**config.mk**
```make
export PLATFORM = sky130hd
export DESIGN_NAME = icache_refill_ahb_flat
export DESIGN_NICKNAME = d
export VERILOG_FILES = /design/src/rtl/icache_refill_ahb_if.sv /design/src/rtl/icache_refill_ahb.sv /design/src/flat_wrapper.sv
export SDC_FILE = /design/constraint.sdc
export NUM_CORES = 1
export LEC_CHECK = 0
export CAP_MARGIN = 20
export CORE_MARGIN = 4
export CORE_UTILIZATION = 35
export CTS_BUF_LIST = sky130_fd_sc_hd__clkbuf_2 sky130_fd_sc_hd__clkbuf_4 sky130_fd_sc_hd__clkbuf_8
export CTS_CLUSTER_DIAMETER = 100
export DETAILED_ROUTE_END_ITERATION = 10
export PLACE_DENSITY = 0.78
export SYNTH_ARGS = -nofsm -noshare
export SYNTH_HDL_FRONTEND = slang
export SYNTH_SLANG_ARGS = --single-unit
```
**constraint.sdc**
```tcl
create_clock -name clk -period 1.9 [get_ports clk]
set_clock_uncertainty 0.15 [all_clocks]
set_input_delay 0.475 -clock clk [delete_from_list [all_inputs] [get_ports clk]]
set_output_delay 0.475 -clock clk [all_outputs]
set_load 0.05 [all_outputs]
```
**src/rtl/icache_refill_ahb_if.sv**
```systemverilog
// AHB-Lite master/slave signal bundle used by the instruction-cache line refill engine.
interface icache_refill_ahb_if #(
  parameter int unsigned ADDR_WIDTH    = 32,
  parameter int unsigned WORD_WIDTH    = 32,
  parameter int unsigned HBURST_WIDTH  = 3,
  parameter int unsigned HPROT_WIDTH   = 4,
  parameter int unsigned HMASTER_WIDTH = 1
);
  logic [ADDR_WIDTH-1:0]    HADDR;
  logic [HBURST_WIDTH-1:0]  HBURST;
  logic                     HMASTLOCK;
  logic [HPROT_WIDTH-1:0]   HPROT;
  logic [2:0]               HSIZE;
  logic                     HNONSEC;
  logic                     HEXCL;
  logic [HMASTER_WIDTH-1:0] HMASTER;
  logic [1:0]               HTRANS;
  logic [WORD_WIDTH-1:0]    HWDATA;
  logic [WORD_WIDTH/8-1:0]  HWSTRB;
  logic                     HWRITE;
  logic [WORD_WIDTH-1:0]    HRDATA;
  logic                     HREADY;
  logic                     HRESP;

  modport master (
    output HADDR, HBURST, HMASTLOCK, HPROT, HSIZE, HNONSEC, HEXCL, HMASTER,
           HTRANS, HWDATA, HWSTRB, HWRITE,
    input  HRDATA, HREADY, HRESP
  );

  modport slave (
    input  HADDR, HBURST, HMASTLOCK, HPROT, HSIZE, HNONSEC, HEXCL, HMASTER,
           HTRANS, HWDATA, HWSTRB, HWRITE,
    output HRDATA, HREADY, HRESP
  );
endinterface

```
**src/rtl/icache_refill_ahb.sv**
```systemverilog
// Instruction-cache line refill: fetches one aligned 8-word line as an AHB-Lite
// INCR8 read burst and hands the assembled line back in a single cycle.
module icache_refill_ahb #(
  parameter int unsigned ADDR_WIDTH             = 32,
  parameter int unsigned WORD_WIDTH             = 32,
  parameter int unsigned BLOCK_WIDTH            = 256,
  parameter int unsigned BLOCK_WIDTH_WORDS      = 8,
  parameter int unsigned LOG2_BLOCK_WIDTH_WORDS = 3,
  parameter int unsigned HBURST_WIDTH           = 3,
  parameter int unsigned HPROT_WIDTH            = 4,
  parameter int unsigned HMASTER_WIDTH          = 1
) (
  input  logic                   clk,
  input  logic                   rst,
  input  logic                   refill_req,
  input  logic [ADDR_WIDTH-1:0]  refill_addr,
  output logic                   refill_ready,
  output logic                   refill_done,
  output logic                   refill_err,
  output logic [BLOCK_WIDTH-1:0] refill_data,
  icache_refill_ahb_if.master    ahb
);
  localparam int unsigned CNT_WIDTH = LOG2_BLOCK_WIDTH_WORDS + 1;
  localparam logic [CNT_WIDTH-1:0]  BEATS     = CNT_WIDTH'(BLOCK_WIDTH_WORDS);
  localparam logic [ADDR_WIDTH-1:0] LINE_MASK = ADDR_WIDTH'(BLOCK_WIDTH / 8 - 1);
  localparam logic [1:0] TRANS_IDLE   = 2'b00;
  localparam logic [1:0] TRANS_NONSEQ = 2'b10;
  localparam logic [1:0] TRANS_SEQ    = 2'b11;

  typedef enum logic [1:0] {ST_IDLE, ST_BURST, ST_ERR, ST_DONE} state_t;

  state_t                 state_q, state_d;
  logic [ADDR_WIDTH-1:0]  base_q, base_d;
  logic [CNT_WIDTH-1:0]   addr_cnt_q, addr_cnt_d;
  logic [CNT_WIDTH-1:0]   data_cnt_q, data_cnt_d;
  logic                   data_pending_q, data_pending_d;
  logic                   err_q, err_d;
  logic [BLOCK_WIDTH-1:0] data_q, data_d;
  logic                   addr_phase;

  // Next-state: accept a miss, run address/data pipeline, handle two-cycle ERROR.
  always_comb begin
    state_d        = state_q;
    base_d         = base_q;
    addr_cnt_d     = addr_cnt_q;
    data_cnt_d     = data_cnt_q;
    data_pending_d = data_pending_q;
    err_d          = err_q;
    data_d         = data_q;
    addr_phase     = (state_q == ST_BURST) && (addr_cnt_q < BEATS);

    case (state_q)
      ST_IDLE: begin
        if (refill_req) begin
          base_d         = refill_addr & ~LINE_MASK;
          addr_cnt_d     = '0;
          data_cnt_d     = '0;
          data_pending_d = 1'b0;
          err_d          = 1'b0;
          state_d        = ST_BURST;
        end
      end
      ST_BURST: begin
        if (ahb.HRESP && !ahb.HREADY) begin
          // First ERROR cycle: drop the rest of the burst from the next cycle on.
          err_d          = 1'b1;
          data_pending_d = 1'b0;
          state_d        = ST_ERR;
        end else if (ahb.HREADY) begin
          if (addr_phase) begin
            addr_cnt_d     = addr_cnt_q + 1'b1;
            data_pending_d = 1'b1;
          end else begin
            data_pending_d = 1'b0;
          end
          if (data_pending_q) begin
            for (int unsigned i = 0; i < BLOCK_WIDTH_WORDS; i++) begin
              if (data_cnt_q == CNT_WIDTH'(i)) begin
                data_d[i*WORD_WIDTH +: WORD_WIDTH] = ahb.HRDATA;
              end
            end
            data_cnt_d = data_cnt_q + 1'b1;
            if (data_cnt_d == BEATS) begin
              state_d = ST_DONE;
            end
          end
        end
      end
      ST_ERR: begin
        if (ahb.HREADY) begin
          state_d = ST_DONE;
        end
      end
      ST_DONE: begin
        state_d = ST_IDLE;
      end
      default: begin
        state_d = ST_IDLE;
      end
    endcase
  end

  // State and datapath registers with synchronous reset.
  always_ff @(posedge clk) begin
    if (rst) begin
      state_q        <= ST_IDLE;
      base_q         <= '0;
      addr_cnt_q     <= '0;
      data_cnt_q     <= '0;
      data_pending_q <= 1'b0;
      err_q          <= 1'b0;
      data_q         <= '0;
    end else begin
      state_q        <= state_d;
      base_q         <= base_d;
      addr_cnt_q     <= addr_cnt_d;
      data_cnt_q     <= data_cnt_d;
      data_pending_q <= data_pending_d;
      err_q          <= err_d;
      data_q         <= data_d;
    end
  end

  // Outputs decoded from registered state only; bus controls tied per read-only master.
  always_comb begin
    refill_ready  = (state_q == ST_IDLE);
    refill_done   = (state_q == ST_DONE);
    refill_err    = (state_q == ST_DONE) && err_q;
    refill_data   = data_q;
    ahb.HADDR     = base_q + ADDR_WIDTH'({addr_cnt_q, 2'b00});
    ahb.HTRANS    = !addr_phase ? TRANS_IDLE
                  : ((addr_cnt_q == '0) ? TRANS_NONSEQ : TRANS_SEQ);
    ahb.HBURST    = HBURST_WIDTH'(3'b101);
    ahb.HMASTLOCK = 1'b0;
    ahb.HPROT     = HPROT_WIDTH'(4'b0010);
    ahb.HSIZE     = 3'b010;
    ahb.HNONSEC   = 1'b0;
    ahb.HEXCL     = 1'b0;
    ahb.HMASTER   = '0;
    ahb.HWDATA    = '0;
    ahb.HWSTRB    = '0;
    ahb.HWRITE    = 1'b0;
  end
endmodule

```
**src/flat_wrapper.sv**
```systemverilog
// flat-port wrapper written by rule: the top's interface ports become plain ports
module icache_refill_ahb_flat 
#(
  parameter int unsigned ADDR_WIDTH             = 32,
  parameter int unsigned WORD_WIDTH             = 32,
  parameter int unsigned BLOCK_WIDTH            = 256,
  parameter int unsigned BLOCK_WIDTH_WORDS      = 8,
  parameter int unsigned LOG2_BLOCK_WIDTH_WORDS = 3,
  parameter int unsigned HBURST_WIDTH           = 3,
  parameter int unsigned HPROT_WIDTH            = 4,
  parameter int unsigned HMASTER_WIDTH          = 1
)
  (clk, rst, refill_req, refill_addr, refill_ready, refill_done, refill_err, refill_data, ahb_HADDR, ahb_HBURST, ahb_HMASTLOCK, ahb_HPROT, ahb_HSIZE, ahb_HNONSEC, ahb_HEXCL, ahb_HMASTER, ahb_HTRANS, ahb_HWDATA, ahb_HWSTRB, ahb_HWRITE, ahb_HRDATA, ahb_HREADY, ahb_HRESP);
  icache_refill_ahb_if #(.ADDR_WIDTH(ADDR_WIDTH), .WORD_WIDTH(WORD_WIDTH), .HBURST_WIDTH(HBURST_WIDTH), .HPROT_WIDTH(HPROT_WIDTH), .HMASTER_WIDTH(HMASTER_WIDTH)) ahb_i ();
  input  logic clk;
  input  logic rst;
  input  logic refill_req;
  input  logic [ADDR_WIDTH-1:0] refill_addr;
  output logic refill_ready;
  output logic refill_done;
  output logic refill_err;
  output logic [BLOCK_WIDTH-1:0] refill_data;
  output wire logic [$bits(ahb_i.HADDR)-1:0] ahb_HADDR;
  output wire logic [$bits(ahb_i.HBURST)-1:0] ahb_HBURST;
  output wire logic [$bits(ahb_i.HMASTLOCK)-1:0] ahb_HMASTLOCK;
  output wire logic [$bits(ahb_i.HPROT)-1:0] ahb_HPROT;
  output wire logic [$bits(ahb_i.HSIZE)-1:0] ahb_HSIZE;
  output wire logic [$bits(ahb_i.HNONSEC)-1:0] ahb_HNONSEC;
  output wire logic [$bits(ahb_i.HEXCL)-1:0] ahb_HEXCL;
  output wire logic [$bits(ahb_i.HMASTER)-1:0] ahb_HMASTER;
  output wire logic [$bits(ahb_i.HTRANS)-1:0] ahb_HTRANS;
  output wire logic [$bits(ahb_i.HWDATA)-1:0] ahb_HWDATA;
  output wire logic [$bits(ahb_i.HWSTRB)-1:0] ahb_HWSTRB;
  output wire logic [$bits(ahb_i.HWRITE)-1:0] ahb_HWRITE;
  input wire logic [$bits(ahb_i.HRDATA)-1:0] ahb_HRDATA;
  input wire logic [$bits(ahb_i.HREADY)-1:0] ahb_HREADY;
  input wire logic [$bits(ahb_i.HRESP)-1:0] ahb_HRESP;
  assign ahb_HADDR = ahb_i.HADDR;
  assign ahb_HBURST = ahb_i.HBURST;
  assign ahb_HMASTLOCK = ahb_i.HMASTLOCK;
  assign ahb_HPROT = ahb_i.HPROT;
  assign ahb_HSIZE = ahb_i.HSIZE;
  assign ahb_HNONSEC = ahb_i.HNONSEC;
  assign ahb_HEXCL = ahb_i.HEXCL;
  assign ahb_HMASTER = ahb_i.HMASTER;
  assign ahb_HTRANS = ahb_i.HTRANS;
  assign ahb_HWDATA = ahb_i.HWDATA;
  assign ahb_HWSTRB = ahb_i.HWSTRB;
  assign ahb_HWRITE = ahb_i.HWRITE;
  assign ahb_i.HRDATA = ahb_HRDATA;
  assign ahb_i.HREADY = ahb_HREADY;
  assign ahb_i.HRESP = ahb_HRESP;
  icache_refill_ahb #(.ADDR_WIDTH(ADDR_WIDTH), .WORD_WIDTH(WORD_WIDTH), .BLOCK_WIDTH(BLOCK_WIDTH), .BLOCK_WIDTH_WORDS(BLOCK_WIDTH_WORDS), .LOG2_BLOCK_WIDTH_WORDS(LOG2_BLOCK_WIDTH_WORDS), .HBURST_WIDTH(HBURST_WIDTH), .HPROT_WIDTH(HPROT_WIDTH), .HMASTER_WIDTH(HMASTER_WIDTH)) u_core (.clk(clk), .rst(rst), .refill_req(refill_req), .refill_addr(refill_addr), .refill_ready(refill_ready), .refill_done(refill_done), .refill_err(refill_err), .refill_data(refill_data), .ahb(ahb_i));
endmodule
```
---- Word-level counts from Yosys, hierarchy flattened ----
Cells that the tools add are included.
word-level totals
  memories ................................ 0
  memory bits (read-only) ................. 0
  output and inout bits ................... 344
  register bits ........................... 295
  latch bits .............................. 0
  RAM bits ................................ 0
  word-level logic and storage cells ...... 87
cells by class
  muxes and demuxes ....................... 25
  multipliers ............................. 0
  equality and inequality tests ........... 21
  $add $sub $neg .......................... 3
  divide/modulo/power cells ............... 0
  magnitude comparators ................... 1
  reductions and logical operators ........ 22
  shifts and indexed selects .............. 0
  bitwise logic cells ..................... 1
operator list
  kind                                                                   number
  5-bit AND reduction                                                    11
  32-bit by 6-bit adder with 32-bit output                               1
  4-bit 2-to-1 mux                                                       7
  4-bit by 3-bit equality test with 1-bit output, second input constant  4
  4-bit case mux with 2 select lines                                     2
  2-bit 2-to-1 mux                                                       7
  2-bit != test, second input constant                                   5
  4-bit by 1-bit adder with 4-bit output, second input constant          2
  4-bit by 2-bit equality test with 1-bit output, second input constant  2
  4-bit logical NOT                                                      2
  2-bit case mux with 4 select lines                                     1
  1-bit 2-to-1 mux                                                       6
  3-bit != test, second input constant                                   2
  3-bit AND reduction                                                    2
  2-bit equality test, second input constant                             2
  4-bit by 1-bit equality test with 1-bit output, second input constant  1
  4-bit equality test, second input constant                             1
  4-bit less-than comparator, second input constant                      1
  2-bit by 1-bit != test with 1-bit output, second input constant        2
  1-bit case mux with 2 select lines                                     2
  1-bit logical AND                                                      3
  3-bit by 2-bit != test with 1-bit output, second input constant        1
  2-bit by 1-bit equality test with 1-bit output, second input constant  1
  2-bit logical NOT                                                      1
  other kinds (4)                                                        4

---- Depth between registers and ports, before layout ----
  word-level depth ........................ 7
  depth in mapped cells ................... 10
  mapped depth without buffers ............ 6

---- Least setup slack after synthesis ----
OpenSTA, ideal clock, no wires.
  path kind ............................... reg-to-output
  from .................................... register u_core.state_q[1]
  to ...................................... output port ahb_HTRANS[0]
  data required time ...................... 1,275 ps
  slack ................................... -925 ps
  stages on the path, launching flop included .. 6
  arrival ................................. 2,200 ps
  buffers on the path ..................... 1
  cell sequence ........................... dfxtp_1 -> inv_1 -> ha_1 -> clkbuf_1 -> nor2b_1 -> a21boi_0
between the ends
  cells in the longest elaborated chain, start to end .. 3
ends and longest elaborated chain
  element                                         line                      RTL
  start: declaration                              icache_refill_ahb.sv:32   state_t state_q, state_d;
  start signal: assignment                        icache_refill_ahb.sv:114  state_q <= state_d;
  2-bit by 1-bit equality test with 1-bit output  icache_refill_ahb.sv:50   addr_phase = (state_q == ST_BURST) && (addr_cnt_q < BEATS);
  1-bit logical AND                               icache_refill_ahb.sv:50
  via u_core.addr_phase                           icache_refill_ahb.sv:39   logic addr_phase;
  2-bit 2-to-1 mux                                icache_refill_ahb.sv:131  ahb.HTRANS = !addr_phase ? TRANS_IDLE
  end: declaration                                flat_wrapper.sv:31        output wire logic [$bits(ahb_i.HTRANS)-1:0] ahb_HTRANS;
The timed path passes the listed nets, and every way through them passes these cells.

---- Worst setup path in the final report ----
  from .................................... register u_core.base_q[16]
  to ...................................... output port ahb_HADDR[28]
between the ends
  cells in the longest elaborated chain, start to end .. 1
ends and longest elaborated chain
  element                                   line                      RTL
  start: declaration                        icache_refill_ahb.sv:33   logic [ADDR_WIDTH-1:0] base_q, base_d;
  start signal: assignment                  icache_refill_ahb.sv:115  base_q <= base_d;
  32-bit by 6-bit adder with 32-bit output  icache_refill_ahb.sv:130  ahb.HADDR = base_q + ADDR_WIDTH'({addr_cnt_q, 2'b00});
  end: declaration                          flat_wrapper.sv:23        output wire logic [$bits(ahb_i.HADDR)-1:0] ahb_HADDR;
Every way passes these cells.

==> metrics.txt <==
Finished Layout Cells 2,442; via-per-instance ratio 5.260; R2R Path Start u_core.state_q[1]; Area growth syn-to-layout 83.36%; Crit path depth 7; Placeable Area 0.03278 sq mm; clock buffer depth 3; CTS tree built; Slew @ Worst Pin 0.8818 ns; WP buf/inv 3; routed via count 12,846; Final WS setup -0.9542 ns; critical path endpoint ahb_HADDR[28]; switching share of power 30.47%; failing checks negative setup slack; CP delay by family, top simple AND/OR/NAND/NOR gates; Nets 2,042; post-route clock period utilization 150.2%; cell area after layout 0.02152 sq mm; post-synth top area share 50.32%; DR DRC count 0; H-Tree Level Count 2; Static Leak 9.018 nW; TritonCTS buffer count 50; Worst Path Max Fanout 7; Yosys top cell by area dfxtp_1; Root Buffer clkbuf_8; GP Congestion 0.8436; Critical Path, Cell by Cell nand4_1, nor4_4, buf_6, buf_4, nand3_4, xnor2_4, buf_12; first-pass GRT wire length 69,150 microns; crit path kind register to output pin; sequential power share 38.9%; clock power share 37.5%; cell depth of the worst flop-to-flop path 12; clock sinks 295; Skew-Pair Late Insertion Delay 0.56 ns; Peak VDD IR 0.6651 mV; number of diodes 0; filler cell count 2,284; Final setup viols 294; max cap viols 0; Syn Area/Cell 7.845 sq um; Total Power 16.67 mW; footprint of the multi-input gates 0.007651 sq mm; Worst Path Arrival 2.23 ns; Top Ports 413; Max Transition Viols Final 0; CP Launch Point u_core.base_q[16]; GRT Util Overall 24.34%; Pwr Density 774.6 mW/mm^2; Worst path slowest cell dfxtp_2; initial DRC count 632; Reg area 0.005931 sq mm; Routed WL 56,420 microns; die area 0.03652 sq mm; reg-to-reg slack, setup -0.38 ns; PortBufs 354; placed cell count 2,262; Hold-fix buffers, CTS 0; RSZ-0062 raised after global routing true; Setup TNS -78.09 ns; number of global-route vias before repair 11,981; part of the Yosys area used for sequential elements 50.32%; f_max 350.4 MHz; Post-synth EDFFs 0; Synth area leaders dfxtp_1, nand2_1, a21oi_1; initial antenna violation count 0; Routed Antenna Nets 0; share of cells above drive strength 1 53.15%; Int Power 11.59 mW; Die Y 191.1 microns; routed len/inst 23.10 microns; RR Endpoint u_core.refill_data[216]; post-DP HPWL 30,540 microns; iteration count of the initial detailed-routing pass 5; worst relative slew slack 41.03%; row count 66; distinct cell type count after synthesis 41; hold slack 0.08407 ns; largest net degree at the start of global routing 89; Worst-path clk slew 0.06 ns; max incr delay on CP 0.33 ns; Mapped Cells 1,496; Async SR Flop Fraction 0%; synthesized area 0.01174 sq mm; CP Data Required Time 1.27 ns; final hold vios 0; Initial Util 35.80%; status finished, violations left; Gate power share 23.6%; Die W 191.1 microns; top-count cell post-synth nand2_1; P_sw 5.079 mW; dpl cell area 0.01636 sq mm; Yosys warning total 0; crit end category output pin; grt total ovfl 0; FF+latch count, synth 295; startpoint types register; HP Class primary input to register; synth cell count leaders nand2_1, dfxtp_1, a21oi_1; min Tclk post-route 2.854 ns; top_reg_cell synth dfxtp_1
## cells in the final DEF (no fill, tap or decap), types with 4 or more instances in the layout
| cell | netlist | final |
|---|---|---|
| nor2_1 | 12 | 7 |
| conb_1 | 2 | 53 |
| clkbuf_16 | 0 | 22 |
| nor2_4 | 0 | 5 |
| nand3_4 | 0 | 9 |
| nand2b_1 | 7 | 7 |
| nand3b_1 | 4 | 4 |
| dfxtp_2 | 0 | 8 |
| clkbuf_8 | 0 | 65 |
| and3_4 | 0 | 6 |
| a21oi_1 | 287 | 99 |
| dfxtp_4 | 0 | 4 |
| nand2_4 | 0 | 160 |
| ha_4 | 0 | 5 |
| nand2_1 | 575 | 362 |
| ha_1 | 12 | 7 |
| xnor2_4 | 0 | 18 |
| buf_4 | 88 | 318 |
| clkdlybuf4s50_1 | 0 | 62 |
| buf_16 | 0 | 13 |
| nand4_1 | 8 | 8 |
| a21oi_2 | 1 | 189 |
| xor2_4 | 0 | 6 |
| nand2_2 | 0 | 53 |
| dfxtp_1 | 295 | 283 |
| buf_8 | 0 | 9 |
| clkbuf_4 | 0 | 17 |
| o21ai_0 | 5 | 5 |
| clkinv_2 | 0 | 5 |
| and2_1 | 5 | 4 |
| inv_1 | 10 | 8 |
| buf_6 | 7 | 38 |
| buf_12 | 0 | 88 |
## area by class of cell
cell class              count  share of cell area (%)
well taps                 442                   2.570
multi-input cells        1054                   35.55
repair buffers            550                   29.00
clock inverters             9                  0.3779
flip-flops and latches    295                   27.56
inverters                  10                  0.1861
clock buffers              82                   4.750
## power groups by stage
stage / Sequential, mW / Combinational [mW] / Clock (mW)
floorplan: 6.72 / 1.82 / 0
global placement: 6.55 / 3.26 / 0
detailed placement: 6.56 / 3.31 / 0
CTS: 6.46 / 3.64 / 6.26
global route: 6.49 / 4.09 / 6.60
finish: 6.48 / 3.93 / 6.25
## worst min-delay path by stage
| stage | start | depth (start not counted) | to | slack, ns |
|---|---|---|---|---|
| 2_1_floorplan | u_core.base_q[19] | 2 | u_core.base_q[19] | 0.29 |
| 3_3_place_gp | u_core.refill_data[219] | 2 | u_core.refill_data[219] | 0.29 |
| 3_5_place_dp | u_core.refill_data[196] | 2 | u_core.refill_data[196] | 0.30 |
| 4_1_cts | rst | 2 | u_core.refill_data[127] | 0.04 |
| 5_1_grt | rst | 2 | u_core.refill_data[254] | 0.07 |
| 6_report | rst | 2 | u_core.refill_data[95] | 0.08 |
## flip-flops by register name (all words and copies together) (netlist names)
name and count:
u_core.refill_data 256, u_core.base_q 27, u_core.addr_cnt_q 4, u_core.data_cnt_q 4, u_core.state_q 2, u_core.data_pending_q 1
u_core.err_q 1
## worst reg2reg max path, cell delays in order (launching register included)
cell,delay [ns]
dfxtp_2,0.32
inv_2,0.07
ha_4,0.14
buf_6,0.09
and4b_2,0.30
buf_12,0.12
buf_12,0.10
buf_6,0.09
buf_6,0.08
and3_4,0.31
clkbuf_16,0.22
nand2_1,0.08
a21oi_1,0.16
## cell families after synthesis
logic type	count (synthesis)	share of synthesized area, %
compound gates	305	13.33
buf+inv	198	10.09
xor+xnor	26	1.940
flops	295	50.32
other cells	2	0.06399
mux	3	0.2665
fa+ha+maj	12	1.279
simple gates	655	22.72
## per-stage QoR
step	worst slack [ns]	util, %
6_report	-0.9542	65.64
5_1_grt	-1.066	65.64
4_1_cts	-1.006	57.00
3_5_place_dp	-0.5169	49.90
3_3_place_gp	-0.4452	49.90
2_1_floorplan	-0.4299	-
## routing by layer
layer | global-route usage (%) | routed length [microns] | up-vias
li1 | - | - | 5667
met4 | 10.19 | 3026 | 0
met2 | 41.46 | 27160 | 737
met5 | 0 | 0 | -
met3 | 7.652 | 5391 | 212
met1 | 28.38 | 20840 | 6230
## timing repair
item | in CTS | in global routing
endpoints found under the setup margin | 75 | 294
setup buffers | 21 | 31
gates cloned | 16 | 28
pin swaps | 99 | 251
resized for setup | 158 | 552
(Power assumes the default switching activity.)
